### config.mk
export PLATFORM = sky130hd
export DESIGN_NAME = hippo_fetch_unit
export DESIGN_NICKNAME = d
export VERILOG_FILES = /design/src/rtl/hippo_fetch_unit_pkg.sv /design/src/rtl/hippo_fetch_unit_slot_buffer.sv /design/src/rtl/hippo_fetch_unit.sv
export SDC_FILE = /design/constraint.sdc
export NUM_CORES = 1
export LEC_CHECK = 0
export ABC_AREA = 1
export BUFFER_PORTS_ARGS = -buffer_cell sky130_fd_sc_hd__buf_2
export CAP_MARGIN = 20
export CORE_MARGIN = 3
export CORE_UTILIZATION = 40
export CTS_CLUSTER_DIAMETER = 100
export CTS_CLUSTER_SIZE = 8
export DETAILED_ROUTE_END_ITERATION = 16
export PLACE_DENSITY = 0.72
export SYNTH_ARGS = -nofsm -noshare
export SYNTH_HDL_FRONTEND = slang
export SYNTH_SLANG_ARGS = --single-unit
### constraint.sdc
create_clock -name i_clk -period 2.96 [get_ports i_clk]
set_input_delay 0.592 -clock i_clk [delete_from_list [all_inputs] [get_ports i_clk]]
set_output_delay 0.592 -clock i_clk [all_outputs]
set_load 0.05 [all_outputs]
### src/rtl/hippo_fetch_unit_pkg.sv
// hippo_fetch_unit_pkg: shared types and constants for the fetch stage
package hippo_fetch_unit_pkg;
  typedef logic [31:0] addr_t;
  localparam logic [31:0] NOP_INSTR = 32'h0000_0013;
  typedef struct packed {
    addr_t       pc;
    logic [31:0] instr;
    logic        fault;
    logic        filled;
  } fetch_slot_t;
endpackage

### src/rtl/hippo_fetch_unit_slot_buffer.sv
// hippo_fetch_unit_slot_buffer: circular slot array with alloc/fill/read pointers and flush
module hippo_fetch_unit_slot_buffer
  import hippo_fetch_unit_pkg::*;
#(
  parameter int DEPTH = 2,
  localparam int PW = $clog2(DEPTH)
) (
  input  logic        clk,
  input  logic        rst_n,
  input  logic        flush,
  input  logic        alloc,
  input  addr_t       alloc_pc,
  input  logic        fill,
  input  logic [31:0] fill_instr,
  input  logic        fill_err,
  input  logic        pop,
  output logic        full,
  output logic [PW:0] unfilled,
  output fetch_slot_t head
);
  fetch_slot_t slots [DEPTH];
  logic [PW:0] alloc_ptr, fill_ptr, rd_ptr;
  assign full = (alloc_ptr - rd_ptr) == (PW+1)'(DEPTH);
  assign unfilled = alloc_ptr - fill_ptr;
  assign head = slots[rd_ptr[PW-1:0]];
  always_ff @(posedge clk or negedge rst_n) begin
    if (!rst_n) begin
      alloc_ptr <= '0;
      fill_ptr <= '0;
      rd_ptr <= '0;
      for (int i = 0; i < DEPTH; i++) slots[i] <= '0;
    end else if (flush) begin
      alloc_ptr <= '0;
      fill_ptr <= '0;
      rd_ptr <= '0;
      for (int i = 0; i < DEPTH; i++) slots[i].filled <= 1'b0;
    end else begin
      if (alloc) begin
        slots[alloc_ptr[PW-1:0]].pc <= alloc_pc;
        slots[alloc_ptr[PW-1:0]].filled <= 1'b0;
        alloc_ptr <= alloc_ptr + 1'b1;
      end
      if (fill) begin
        slots[fill_ptr[PW-1:0]].instr <= fill_instr;
        slots[fill_ptr[PW-1:0]].fault <= fill_err;
        slots[fill_ptr[PW-1:0]].filled <= 1'b1;
        fill_ptr <= fill_ptr + 1'b1;
      end
      if (pop) begin
        slots[rd_ptr[PW-1:0]].filled <= 1'b0;
        rd_ptr <= rd_ptr + 1'b1;
      end
    end
  end
endmodule

### src/rtl/hippo_fetch_unit.sv
// hippo_fetch_unit: in-order instruction fetch with slot buffer, redirect flush and stale-response drop
module hippo_fetch_unit
  import hippo_fetch_unit_pkg::*;
#(
  parameter logic [31:0] RESET_PC = 32'h0000_0000,
  parameter int DEPTH = 2
) (
  input  logic        i_clk,
  input  logic        i_reset,
  output logic        o_imem_req_valid,
  input  logic        i_imem_req_ready,
  output logic [31:0] o_imem_addr,
  input  logic        i_imem_rsp_valid,
  input  logic [31:0] i_imem_rsp_data,
  input  logic        i_imem_rsp_err,
  output logic        o_instr_valid,
  input  logic        i_instr_ready,
  output logic [31:0] o_instr,
  output logic [31:0] o_pc,
  output logic        o_fetch_fault,
  input  logic        i_redirect_valid,
  input  logic [31:0] i_redirect_pc
);
  localparam int PW = $clog2(DEPTH);
  localparam int DW = $clog2(DEPTH*2) + 1;
  addr_t fetch_pc;
  logic [DW-1:0] drop_cnt;
  logic full, req_fire, rsp_fill, pop;
  logic [PW:0] unfilled;
  fetch_slot_t head;
  assign o_imem_req_valid = i_reset & ~full & ~i_redirect_valid;
  assign o_imem_addr = fetch_pc;
  assign req_fire = o_imem_req_valid & i_imem_req_ready;
  assign rsp_fill = i_imem_rsp_valid & (drop_cnt == '0) & ~i_redirect_valid;
  assign o_instr_valid = head.filled;
  assign pop = head.filled & i_instr_ready;
  assign o_instr = (head.filled & ~head.fault) ? head.instr : NOP_INSTR;
  assign o_pc = head.pc;
  assign o_fetch_fault = head.filled & head.fault;
  hippo_fetch_unit_slot_buffer #(.DEPTH(DEPTH)) u_slots (
    .clk(i_clk),
    .rst_n(i_reset),
    .flush(i_redirect_valid),
    .alloc(req_fire),
    .alloc_pc(fetch_pc),
    .fill(rsp_fill),
    .fill_instr(i_imem_rsp_data),
    .fill_err(i_imem_rsp_err),
    .pop(pop),
    .full(full),
    .unfilled(unfilled),
    .head(head)
  );
  // a same-cycle response is either a pending drop or one of the unfilled slots, so it is subtracted once
  always_ff @(posedge i_clk or negedge i_reset) begin
    if (!i_reset) begin
      fetch_pc <= RESET_PC;
      drop_cnt <= '0;
    end else begin
      fetch_pc <= i_redirect_valid ? (i_redirect_pc & ~32'h3) : req_fire ? fetch_pc + 32'd4 : fetch_pc;
      drop_cnt <= i_redirect_valid ? drop_cnt + DW'(unfilled) - DW'(i_imem_rsp_valid)
                                   : drop_cnt - DW'(i_imem_rsp_valid && drop_cnt != '0);
    end
  end
endmodule

==> results.yml <==
status:
  status: "complete, no violations"
critical_path:
  r2r-start: "u_slots.alloc_ptr[0]$_DFFE_PN0N_"
  critPathTopFamily: "buffers and inverters"
  crit_path_max_fanout: 22
  timing.rr.end: "drop_cnt[2]$_DFF_PN0_"
  cpMaxStageDelayCell: "dfrtp_4"
  r2r_cells: 10
  required_ns: 2.37
  crit_chain: "nand2_1 -> nand2_1 -> nand2_2 -> buf_6 -> inv_1 -> nand3_1 -> buf_2"
  endpoint_kind: "primary output"
  cpPeakStageDelay_ns: 0.59
  critPathArrivalTime_ns: 2.14
  cp-start-kind: "flip-flop"
  cp_common_cell: "nand2_1"
  r2r_setup_slack_ns: 0.60
  path_class: "flip-flop to primary output"
  critPathBufInv: 3
grt:
  grt_overflow_total: 0
  grtUsageTotal: 0.195
  grt_pass1_vias: 6926
  antenna_found_initial: 0
  grt_start_max_net_pins: 168
  grt_pass1_wl_um: 35200
detailed_routing:
  vias_per_cell: 4.86
  drt_iter0_markers: 427
  dr.pass1.iters: 5
  wl_um: 21900
  vias: 7592
  postRouteAntennaNets: 0
  drc: 0
  routedWlPerCell_um: 14.0
synthesis:
  yosysSeqAreaShare: 0.496
  ys_seq_elements: 167
  synth_area_sq_um: 8420
  synthCells: 1142
  synth_cell_type_count: 31
  avgSynthCellArea_sq_um: 7.38
  yosys_warnings: 0
place:
  numPortBuffers: 163
  numPlacedInstances: 1531
  dp_hpwl_um: 15300
  gp_congestion: 0.896
finish:
  area_growth_pct: 19.5
  antenna_cells: 0
  drive_gt1_frac: 0.173
  utilization: 0.491
  stdcell_count: 1563
  fin_nets: 1359
clock_tree:
  cts_setup_buffers: 0
  cts_tree: "done"
  clockBufferDepth: 2
  clk_latency_ns: 0.43
  ctsHoldBuffers: 0
  clkTransAtPathRegs_ns: 0.07
  cts_root_buffer: "clkbuf_16"
  htree_levels: 4
  cts_buffers: 17
  cts_sinks: 167
power_and_ir_drop:
  powerDensity_nw_per_um2: 792
  irDropWorstVdd_uv: 343
  leakagePower_nw: 5.33
timing:
  fin_setup_tns_ns: 0
  timing.final.crit_share: 0.922
  max_freq_ghz: 0.366
  period_minus_slack_ns: 2.73
  finalSetupViolCount: 0
  tightestPinTransition_ns: 0.924
  clock_skew_ns: 0.0170
  slew_headroom: 0.384
  rsz0062_at_grt: "false"
  finalHoldViolCount: 0
  slew_violations: 0
floorplanning:
  die_h_um: 151
  start_util: 0.411
  core_sq_um: 20500
  rows: 52
  die-area_sq_um: 22800
  die_w_um: 151
  io_pins: 170
flow_run:
  drv_cap: 0
min_path:
  min_path_type: "input port to asynchronous set/reset pin"
## Yosys cell counts, drive strengths merged
cell,count,area share
xnor2,2,0.0021
a21oi,36,0.021
xor2,4,0.0042
inv,104,0.047
clkbuf,26,0.012
buf,33,0.024
a31oi,1,0.00074
conb,1,0.00045
nand2,496,0.22
or2,1,0.00074
o22ai,1,0.00074
o21ai,140,0.083
nand3,68,0.042
nor2,49,0.023
fa,1,0.0024
nand4,4,0.0065
dfrtp,167,0.50
ha,7,0.010
mux2i,1,0.0012
## sequential cells by signal (all words and copies together), names as in the netlist
register           cells
u_slots.alloc_ptr      2
u_slots.rd_ptr         2
u_slots.fill_ptr       2
u_slots.slots        128
drop_cnt               3
o_imem_addr           30
## cells by family (layout without fill, tap and decap cells)
group           after synthesis  count (layout)  share of synthesized area
fa+ha+maj                     8               8                     0.0128
buf+inv                     163             311                     0.0820
compound gates              178             178                      0.106
mux                           1               1                    0.00119
xor+xnor                      6               6                    0.00624
flops                       167             167                      0.496
simple gates                618             618                      0.295
other cells                   1               4                   0.000445
## worst max path at each step
stage	startpoint	to	slack, ns	depth (start not counted)
2_1_floorplan	u_slots.rd_ptr[0]$_DFFE_PN0P_	o_instr[11]	0.22	7
3_3_place_gp	u_slots.rd_ptr[0]$_DFFE_PN0P_	o_instr[4]	0.48	8
3_5_place_dp	u_slots.rd_ptr[0]$_DFFE_PN0P_	o_instr[4]	0.46	8
4_1_cts	u_slots.rd_ptr[0]$_DFFE_PN0P_	o_instr[4]	0.01	7
5_1_grt	u_slots.rd_ptr[0]$_DFFE_PN0P_	o_instr[21]	0.07	5
6_report	u_slots.rd_ptr[0]$_DFFE_PN0P_	o_instr[4]	0.23	7
## cells in the final DEF (no fill, tap or decap), drive strengths merged, types with 2 or more instances in the layout
master  count
a21oi      36
buf       175
clkbuf     17
clkinv      6
conb        4
dfrtp     167
ha          7
inv       113
nand2     496
nand3      68
nand4       4
nor2       49
o21ai     140
xnor2       2
xor2        4
## per-stage QoR
stage / power, mW / instance area [sq um] / hold WS [ns] / worst slack [ns]
floorplan: 5.16 / 8440 / 0.296 / 0.218
global placement: 5.72 / 9460 / 0.460 / 0.482
detailed placement: 5.82 / 9460 / 0.465 / 0.458
CTS: 8.04 / 10100 / 0.359 / 0.0115
global route: 8.54 / 10100 / 0.372 / 0.0741
finish: 7.97 / 10100 / 0.271 / 0.231
## area by class of cell
cell class | instances | area (sq um)
fill | 2047 | 10400
sequential | 167 | 4180
multi-input combinational | 815 | 3570
timing repair buffer | 175 | 982
clock buffer | 17 | 425
inverter | 104 | 393
tap | 270 | 338
clock inverter | 15 | 174
## per-layer routing
| layer | up-vias | wire length, um | track usage | share of wire |
|---|---|---|---|---|
| met5 | - | 0 | 0 | 0 |
| met4 | 0 | 357 | 0.0558 | 0.016 |
| met3 | 31 | 1640 | 0.0464 | 0.075 |
| met2 | 247 | 9730 | 0.295 | 0.44 |
| met1 | 3474 | 10200 | 0.279 | 0.47 |
| li1 | 3840 | - | - | - |
## power breakdown
part	switching, mW	total (mW)	internal (mW)
registers	0.440	3.45	3.01
logic	1.61	2.33	0.718
clock network	1.05	2.20	1.14
total	3.11	7.97	4.87
## timing repair
| action | in CTS | in global routing |
|---|---|---|
| resized for setup | 1 | 3 |
| setup endpoints to repair | 1 | 20 |
| cloned | 0 | 0 |
(Power assumes the default switching activity.)
